==> config.mk <==
export PLATFORM = sky130hd
export DESIGN_NAME = if_fetch_stage_flat
export DESIGN_NICKNAME = d
export VERILOG_FILES = /design/src/rtl/riscv_pkg.sv /design/src/rtl/if_fetch_stage_if.sv /design/src/rtl/if_fetch_stage_if_id_reg.sv /design/src/rtl/if_fetch_stage.sv /design/src/flat_wrapper.sv
export SDC_FILE = /design/constraint.sdc
export NUM_CORES = 1
export LEC_CHECK = 0
export ABC_AREA = 1
export CORE_MARGIN = 10
export CORE_UTILIZATION = 45
export CTS_CLUSTER_SIZE = 16
export DETAILED_ROUTE_END_ITERATION = 10
export DONT_BUFFER_PORTS = 1
export HOLD_SLACK_MARGIN = 0.06
export PLACE_DENSITY = 0.74
export SKIP_CTS_REPAIR_TIMING = 1
export SYNTH_ARGS = -nofsm -noshare
export SYNTH_HDL_FRONTEND = slang
export SYNTH_SLANG_ARGS = --single-unit
==> constraint.sdc <==
create_clock -name clk -period 2.3 [get_ports clk]
set_input_delay 0.46 -clock clk [delete_from_list [all_inputs] [get_ports clk]]
set_output_delay 0.46 -clock clk [all_outputs]
set_load 0.1 [all_outputs]
==> src/rtl/riscv_pkg.sv <==
// rtl/riscv_pkg.sv - shared fetch constants, fault codes and fetch state type
package riscv_pkg;

  localparam logic [31:0] NOP_INSTR = 32'h0000_0013;

  localparam logic [1:0] FAULT_NONE     = 2'b00;
  localparam logic [1:0] FAULT_MISALIGN = 2'b01;
  localparam logic [1:0] FAULT_RANGE    = 2'b10;

  localparam int unsigned PC_INCR = 4;

  typedef enum logic {
    RUN   = 1'b0,
    FAULT = 1'b1
  } fetch_state_e;

endpackage

==> src/rtl/if_fetch_stage_if.sv <==
// rtl/if_fetch_stage_if.sv - memory, redirect and decode-side signals of the fetch stage
interface if_fetch_stage_if #(
  parameter int PC_WIDTH    = 64,
  parameter int INSTR_WIDTH = 32
);
  logic [PC_WIDTH-1:0]    inst_address;
  logic [INSTR_WIDTH-1:0] instruction_in;
  logic                   branch_taken;
  logic [PC_WIDTH-1:0]    branch_target;
  logic                   id_ready;
  logic                   id_valid;
  logic [PC_WIDTH-1:0]    id_pc;
  logic [PC_WIDTH-1:0]    id_pc_plus4;
  logic [INSTR_WIDTH-1:0] id_instruction;
  logic [1:0]             fault_code;

  modport master (
    output inst_address,
    input  instruction_in,
    input  branch_taken,
    input  branch_target,
    input  id_ready,
    output id_valid,
    output id_pc,
    output id_pc_plus4,
    output id_instruction,
    output fault_code
  );

  modport slave (
    input  inst_address,
    output instruction_in,
    output branch_taken,
    output branch_target,
    output id_ready,
    input  id_valid,
    input  id_pc,
    input  id_pc_plus4,
    input  id_instruction,
    input  fault_code
  );
endinterface

==> src/rtl/if_fetch_stage_if_id_reg.sv <==
// rtl/if_fetch_stage_if_id_reg.sv - IF/ID pipeline register with load and flush
module if_id_reg
  import riscv_pkg::*;
#(
  parameter int PC_WIDTH    = 64,
  parameter int INSTR_WIDTH = 32
) (
  input  logic                   clk,
  input  logic                   rst_n,
  input  logic                   load_i,
  input  logic                   flush_i,
  input  logic [PC_WIDTH-1:0]    pc_i,
  input  logic [PC_WIDTH-1:0]    pc_plus4_i,
  input  logic [INSTR_WIDTH-1:0] instr_i,
  output logic                   valid_o,
  output logic [PC_WIDTH-1:0]    pc_o,
  output logic [PC_WIDTH-1:0]    pc_plus4_o,
  output logic [INSTR_WIDTH-1:0] instr_o
);

  logic                   valid_q;
  logic [PC_WIDTH-1:0]    pc_q;
  logic [PC_WIDTH-1:0]    pc_plus4_q;
  logic [INSTR_WIDTH-1:0] instr_q;

  // Flush only drops valid; the payload holds so a flushed entry never glitches id_*.
  always_ff @(posedge clk or negedge rst_n) begin
    if (!rst_n) begin
      valid_q    <= 1'b0;
      pc_q       <= '0;
      pc_plus4_q <= '0;
      instr_q    <= INSTR_WIDTH'(NOP_INSTR);
    end else if (flush_i) begin
      valid_q <= 1'b0;
    end else if (load_i) begin
      valid_q    <= 1'b1;
      pc_q       <= pc_i;
      pc_plus4_q <= pc_plus4_i;
      instr_q    <= instr_i;
    end
  end

  assign valid_o    = valid_q;
  assign pc_o       = pc_q;
  assign pc_plus4_o = pc_plus4_q;
  assign instr_o    = instr_q;

endmodule

==> src/rtl/if_fetch_stage.sv <==
// rtl/if_fetch_stage.sv - PC, redirect priority and fault FSM feeding the IF/ID register
module if_fetch_stage
  import riscv_pkg::*;
#(
  parameter int                  PC_WIDTH    = 64,
  parameter int                  INSTR_WIDTH = 32,
  parameter logic [PC_WIDTH-1:0] RESET_PC    = '0,
  parameter int unsigned         MEM_BYTES   = 16
) (
  input  logic       clk,
  input  logic       reset,
  if_fetch_stage_if.master fetch
);

  fetch_state_e        state_q, state_d;
  logic [PC_WIDTH-1:0] pc_q, pc_d;
  logic [1:0]          fault_q, fault_d;

  logic                id_valid;
  logic                capture;
  logic                misalign;
  logic                out_of_range;
  logic                load;
  logic                flush;
  logic [PC_WIDTH:0]   end_addr;
  logic [PC_WIDTH-1:0] pc_plus4;

  // Extra top bit keeps a PC near the top of the address space from wrapping into range.
  assign end_addr     = {1'b0, pc_q} + (PC_WIDTH+1)'(3);
  assign out_of_range = end_addr >= (PC_WIDTH+1)'(MEM_BYTES);
  assign pc_plus4     = pc_q + PC_WIDTH'(PC_INCR);
  assign capture      = !id_valid || fetch.id_ready;
  assign misalign     = fetch.branch_taken && (fetch.branch_target[1:0] != 2'b00);

  assign load  = (state_q == RUN) && !fetch.branch_taken && capture && !out_of_range;
  assign flush = (state_q != RUN) || fetch.branch_taken || (capture && out_of_range);

  always_comb begin
    state_d = state_q;
    pc_d    = pc_q;
    fault_d = fault_q;
    if (state_q == RUN) begin
      if (misalign) begin
        pc_d    = fetch.branch_target;
        fault_d = FAULT_MISALIGN;
        state_d = FAULT;
      end else if (fetch.branch_taken) begin
        pc_d = fetch.branch_target;
      end else if (capture) begin
        if (out_of_range) begin
          fault_d = FAULT_RANGE;
          state_d = FAULT;
        end else begin
          pc_d = pc_plus4;
        end
      end
    end
  end

  always_ff @(posedge clk or negedge reset) begin
    if (!reset) begin
      state_q <= RUN;
      pc_q    <= RESET_PC;
      fault_q <= FAULT_NONE;
    end else begin
      state_q <= state_d;
      pc_q    <= pc_d;
      fault_q <= fault_d;
    end
  end

  if_id_reg #(
    .PC_WIDTH    (PC_WIDTH),
    .INSTR_WIDTH (INSTR_WIDTH)
  ) u_if_id_reg (
    .clk        (clk),
    .rst_n      (reset),
    .load_i     (load),
    .flush_i    (flush),
    .pc_i       (pc_q),
    .pc_plus4_i (pc_plus4),
    .instr_i    (fetch.instruction_in),
    .valid_o    (id_valid),
    .pc_o       (fetch.id_pc),
    .pc_plus4_o (fetch.id_pc_plus4),
    .instr_o    (fetch.id_instruction)
  );

  assign fetch.id_valid     = id_valid;
  assign fetch.inst_address = pc_q;
  assign fetch.fault_code   = fault_q;

endmodule
==> src/flat_wrapper.sv <==
// flat-port wrapper written by rule: the top's interface ports become plain ports
module if_fetch_stage_flat import riscv_pkg::*;
#(
  parameter int                  PC_WIDTH    = 64,
  parameter int                  INSTR_WIDTH = 32,
  parameter logic [PC_WIDTH-1:0] RESET_PC    = '0,
  parameter int unsigned         MEM_BYTES   = 16
)
  (clk, reset, fetch_inst_address, fetch_instruction_in, fetch_branch_taken, fetch_branch_target, fetch_id_ready, fetch_id_valid, fetch_id_pc, fetch_id_pc_plus4, fetch_id_instruction, fetch_fault_code);
  if_fetch_stage_if #(.PC_WIDTH(PC_WIDTH), .INSTR_WIDTH(INSTR_WIDTH)) fetch_i ();
  input  logic clk;
  input  logic reset;
  output wire logic [$bits(fetch_i.inst_address)-1:0] fetch_inst_address;
  input wire logic [$bits(fetch_i.instruction_in)-1:0] fetch_instruction_in;
  input wire logic [$bits(fetch_i.branch_taken)-1:0] fetch_branch_taken;
  input wire logic [$bits(fetch_i.branch_target)-1:0] fetch_branch_target;
  input wire logic [$bits(fetch_i.id_ready)-1:0] fetch_id_ready;
  output wire logic [$bits(fetch_i.id_valid)-1:0] fetch_id_valid;
  output wire logic [$bits(fetch_i.id_pc)-1:0] fetch_id_pc;
  output wire logic [$bits(fetch_i.id_pc_plus4)-1:0] fetch_id_pc_plus4;
  output wire logic [$bits(fetch_i.id_instruction)-1:0] fetch_id_instruction;
  output wire logic [$bits(fetch_i.fault_code)-1:0] fetch_fault_code;
  assign fetch_inst_address = fetch_i.inst_address;
  assign fetch_i.instruction_in = fetch_instruction_in;
  assign fetch_i.branch_taken = fetch_branch_taken;
  assign fetch_i.branch_target = fetch_branch_target;
  assign fetch_i.id_ready = fetch_id_ready;
  assign fetch_id_valid = fetch_i.id_valid;
  assign fetch_id_pc = fetch_i.id_pc;
  assign fetch_id_pc_plus4 = fetch_i.id_pc_plus4;
  assign fetch_id_instruction = fetch_i.id_instruction;
  assign fetch_fault_code = fetch_i.fault_code;
  if_fetch_stage #(.PC_WIDTH(PC_WIDTH), .INSTR_WIDTH(INSTR_WIDTH), .RESET_PC(RESET_PC), .MEM_BYTES(MEM_BYTES)) u_core (.clk(clk), .reset(reset), .fetch(fetch_i));
endmodule
# Word level (Yosys, flattened, before mapping)
# Index checks and enable logic that the tools add are counted.
word_totals:
  register_bits: 228
  inputBits: 100
  output_inout_bits: 227
classes:
  addsub: 2
  n_lt_le_gt_ge: 1
  n_eq_ne: 2
  muxes: 15
  n_bitwise: 2
  n_reduce_logical: 19
ops:
  columns: ["operator", "n"]
  rows:
  - ["$mux W64", 4]
  - ["$add A64 B2 Y65 const B", 1]
  - ["$ge A65 B5 Y1 const B", 1]
  - ["$add A64 B3 Y64 const B", 1]
  - ["$mux W2", 4]
  - ["$reduce_bool A2 Y1", 4]
  - ["$mux W1", 7]
  - ["$logic_and A1 B1 Y1", 5]
  - ["$reduce_and A4 Y1", 1]
  - ["$logic_not A1 Y1", 3]
  - ["$logic_or A1 B1 Y1", 3]
  - ["$ne A3 B2 Y1 const B", 1]
  - ["$reduce_and A3 Y1", 1]
  - ["$reduce_bool A3 Y1", 1]
  - ["$ne A2 B1 Y1 const B", 1]
  - ["$not A1 Y1", 2]
  - ["$reduce_and A2 Y1", 1]

# Logic depth before layout (Yosys ltp)
depth:
  word_depth: 7
  mapped_depth: 20
  depth_no_buf: 19

# By module
# Synthesis repeated with hierarchy kept, for this count alone.
unflattened:
  cells_unflattened: 1875
  area_unflattened_um2: 13001.2
by_module_without_submodules:
  columns: ["mod", "instances", "cells_per_inst", "area_per_inst_um2", "seq_area_each_um2"]
  rows:
  - ["if_fetch_stage", 1, 1178, 6658.9, 1676.6]
  - ["if_id_reg", 1, 697, 6342.3, 4032.6]

# Least setup slack after synthesis
# Ideal clock, no wire load.
synth_timing:
  kind: "register to register"
  start: "reg u_core.pc_q[3], in the netlist u_core.fetch.inst_address[3]"
  end: "reg u_core.u_if_id_reg.pc_q[41], in the netlist u_core.u_if_id_reg.pc_o[41]"
  setup_time_ns: 0.119
  arrival_time_ns: 3.269
  t_required_ns: 2.181
  setup_slack_ns: -1.088
  stages_incl_launch_ff: 19
  n_path_buf: 2
  cell_sequence: "dfrtp_1 -> ha_1 -> nand3_1 -> nor2_2 -> nand2_1 -> inv_2 -> nand2_1 -> nor2_1 -> nand2_1 -> nand2_1 -> nand2_1 -> nor2_1 -> nand3_1 -> nor2_2 -> nand3_2 -> buf_2 -> buf_2 -> nand2_1 -> inv_1"
synth_between:
  elab_chain_cells: 6
synth_rtl:
  columns: ["item", "line_no", "text"]
  rows:
  - ["from (decl)", "if_fetch_stage.sv:16", "logic [PC_WIDTH-1:0] pc_q, pc_d;"]
  - ["from (signal assigned)", "if_fetch_stage.sv:67", "pc_q <= pc_d;"]
  - ["$add A64 B2 Y65 (*)", "if_fetch_stage.sv:29", "assign end_addr = {1'b0, pc_q} + (PC_WIDTH+1)'(3);"]
  - ["$ge A65 B5 Y1 (*)", "if_fetch_stage.sv:30", "assign out_of_range = end_addr >= (PC_WIDTH+1)'(MEM_BYTES);"]
  - ["$logic_and A1 B1 Y1", "if_fetch_stage.sv:36", "assign flush = (state_q != RUN) || fetch.branch_taken || (capture && out_of_range);"]
  - ["$logic_or A1 B1 Y1", "if_fetch_stage.sv:36", null]
  - ["$not A1 Y1 (no line)", null, null]
  - ["$reduce_and A2 Y1 (no line) (*)", null, null]
  - ["to (signal assigned)", "if_fetch_stage_if_id_reg.sv:37", "pc_q <= pc_i;"]
  - ["to (decl)", "if_fetch_stage_if_id_reg.sv:22", "logic [PC_WIDTH-1:0] pc_q;"]
# Every way passes the cells marked *; elsewhere a longest branch is shown, timed or not.
# A chain may end at the register's enable or synchronous reset.

# Final worst setup path
layout_timing:
  start: "reg u_core.pc_q[40], in the netlist u_core.fetch.inst_address[40]"
  end: "reg u_core.pc_q[37], in the netlist u_core.fetch.inst_address[37]"
layout_between:
  elab_chain_cells: 4
layout_rtl:
  columns: ["item", "line_no"]
  rows:
  - ["$add A64 B2 Y65", "if_fetch_stage.sv:29"]
  - ["$ge A65 B5 Y1", "if_fetch_stage.sv:30"]
  - ["$ne A3 B2 Y1 (no line)", null]
  - ["$reduce_and A3 Y1 (no line)", null]
# No other way between the ends.

==> reports/metrics.cfg <==
[status]
status = complete, but fails checks
violations = hold timing, setup timing

[yosys]
ys_top_cells_by_count = 631 x nand2_1, 223 x dfrtp_1, 220 x inv_1
async_flop_share_pct = 100.0
synthesis.area_um2 = 11960
synth-main-ff-cell = dfrtp_1
synth-seq-area-share_pct = 47.33
syn_avg_cell_area_um2 = 7.160
yosys-top-cells-area = dfrtp_1 47%, nand2_1 20%, inv_1 6.9%
synth.top_cell.area_share_pct = 46.67
yosysWarnings = 0
synth_edf_count = 0
yosys.area.top_type = dfrtp_1
ys_seq_elements = 226
yosysUniqueCellTypes = 34
synth_most_common_cell = nand2_1
postSynthCellCount = 1670
mappedNetlistNets = 1771

[critical_path]
critical_path_class = reg -> reg
crit_path_top_delay_cell = dfrtp_4
worstPathRequired_ns = 2.73
cp.buffers_inverters = 3
crit_path_end_kind = flip-flop
cpMostUsedCell = nand2_1
crit_family = simple AND/OR/NAND/NOR gates
max_stage_delay_ns = 0.45
arrival_ns = 3.20
crit_fanout = 31
crit_chain = nand2_1 -> buf_4 -> nor2_1 -> nand2_1 -> nor2_4 -> inv_2 -> nor2_2 -> nand3_1 -> nand2_1 -> nand2_1 -> nor2_1 -> nand3_2 -> nor2_4 -> nand2_2 -> nand2_4 -> nand2_4 -> buf_12 -> nand2_1 -> nand2_1
startpoint_type = flip-flop

[power]
clkPwrFrac_pct = 50.7
p_sw_share_pct = 21.02
p_comb_share_pct = 1.4
p_int_mw = 6.543
power.switching_mw = 1.742
powerDensity_nw_per_um2 = 473.5
p_leak_nw = 9.484
p_total_mw = 8.284
seqPwrFrac_pct = 48.0
vdd_ir_drop_max_v = 0.0004585

[sta]
hold_violations = 223
finalCritPeriodShare_pct = 120.5
rsz0062_at_grt = yes
worstMarginPinSlew_ns = 0.5552
whs_ns = -0.3850
setup_ws_ns = -0.4726
layout_min_cycle_time_ns = 2.773
setup_viol = 224
fin_skew_ns = 0.01454
fmax_ghz = 0.3607
slew-limit-headroom_pct = 62.99
slew_viol_final = 0

[floorplanning]
fp-row-count = 59
die-width_um = 183.0
fp.dieH_um = 183.0
fp.coreArea_um2 = 26130
start_util_pct = 45.76
die_area_um2 = 33490
pin_count = 327

[cts]
clk_path_buf_depth = 3
cts_tree = built
path_clk_slew_ns = 0.06
numClockSinks = 226
cts_buffers = 25
cts_max_level = 1
cts_root_buffer = clkbuf_16
clk_latency_ns = 0.55

[grt]
grt_pass1_wl_um = 68820
antenna_found_initial = 2
grt_pass1_vias = 11990
grt_max_degree = 227
grt_use_total_pct = 25.96
grt-ovfl-total = 0

[drt]
wl_um = 48250
avgViaCountPerCell = 5.164
drc = 0
initialDrtViolationCount = 1114
drt-pass1-iter-count = 5
vias = 12780
ant_nets = 0
wl_per_cell_um = 19.50

[final_layout]
drive_above_1_share_pct = 32.99
n_antenna_cell = 0
postLayoutCoreUtil_pct = 66.95
fin_nets = 2222
design_area_um2 = 17500
area.growth.synth_to_final_pct = 46.31

[min_path]
hp-class = in -> async

[place]
port_buffers = 0
dp_hpwl_um = 35260
gp_congestion = 1.030
postPlaceCellArea_um2 = 15900

[flow_run]
drv_cap = 0

==> metrics by stage <==
stage / setup TNS [ns] / setup WS [ns] / std cells
after floorplan: -65.65 / -0.3197 / 1670
after global placement: -116.54 / -0.5434 / 2400
after detailed placement: -122.28 / -0.5915 / 2400
after CTS: -129.16 / -0.6212 / 2446
after global routing: -132.96 / -0.6659 / 2475
final: -92.34 / -0.4726 / 2475
==> layout by cell type (no fill, tap or decap), types with 7 or more instances in the layout <==
cell,instances
nand2_2,32
dfrtp_1,160
dlygate4sd3_1,9
xor2_1,50
buf_12,10
inv_1,218
buf_4,452
nor2_4,33
inv_2,8
nor3_1,8
nor2_1,124
clkbuf_16,30
clkbuf_1,7
nand3_1,114
nor2_2,38
a31oi_1,13
nand4_1,21
xnor2_1,15
nand2_1,598
o21ai_0,55
dfrtp_2,19
dfrtp_4,44
o21ai_1,27
==> area by class of cell <==
cell class,instances,area (µm²)
fillers,2107,8637
flip-flops and latches,226,5848
clock buffers,37,720.7
repair buffers,483,3920
multi-input cells,1156,5582
well taps,335,419.2
clock inverters,9,142.6
inverters,229,863.3
==> state kept, by name, indices dropped and copies added, names as in the netlist <==
signal                         flops
u_core.u_if_id_reg.pc_plus4_o     62
u_core.u_if_id_reg.valid_o         1
u_core.u_if_id_reg.instr_o        32
u_core.u_if_id_reg.pc_o           64
u_core.fetch.fault_code            2
u_core.state_q                     1
u_core.fetch.inst_address         64
==> cells by family (layout without fill, tap and decap cells) <==
family,after synthesis,in the layout,share of synthesized area [%]
and+or+nand+nor,983,983,33.51
xor gates and xnor gates,65,65,4.761
AOI/OAI and AO/OA,107,107,4.792
DFF,226,226,47.33
buffers and inverters,288,758,9.501
adders and majority gates,1,1,0.1046
==> power groups by stage <==
stage	registers, mW	logic (mW)	clock network [mW]
after floorplan	4.05	0.0875	0
after global placement	4.05	0.0936	0
after detailed placement	4.05	0.0955	0
after CTS	3.97	0.0969	4.25
after global routing	3.97	0.126	4.40
final	3.98	0.113	4.20
==> worst paths after layout <==
kind,from,end,slack (ns),cells after the start
setup reg to reg,u_core.fetch.inst_address[40],u_core.fetch.inst_address[37],-0.47,19
setup / recovery,u_core.fetch.inst_address[40],u_core.fetch.inst_address[37],-0.47,19
min in group clk,fetch_instruction_in[26],u_core.u_if_id_reg.instr_o[26],0.06,2
hold / removal,reset,u_core.u_if_id_reg.pc_plus4_o[37],-0.38,0
hold reg to reg,u_core.u_if_id_reg.pc_o[13],u_core.u_if_id_reg.pc_o[13],0.47,2
max in group asynchronous,reset,u_core.fetch.inst_address[4],2.27,0
==> worst register-to-register path, cell delays in order (launching register included) <==
cell and delay, ns:
dfrtp_4 0.45, nand2_1 0.07, buf_4 0.13, nor2_1 0.20, nand2_1 0.13, nor2_4 0.14, inv_2 0.07, nor2_2 0.09
nand3_1 0.07, nand2_1 0.10, nand2_1 0.11, nor2_1 0.14, nand3_2 0.11, nor2_4 0.20, nand2_2 0.10, nand2_4 0.12
nand2_4 0.08, buf_12 0.16, nand2_1 0.12, nand2_1 0.05
==> per-layer routing <==
layer	part of all wire (%)	up-vias	GRT usage, %	routed length [µm]
li1	-	6018	-	-
met1	39	6035	32.40	18780
met2	48	621	42.94	23080
met3	9.7	106	6.719	4668
met4	3.6	0	8.787	1730
met5	0	-	0	0
Power figures use the tool's default switching activity.
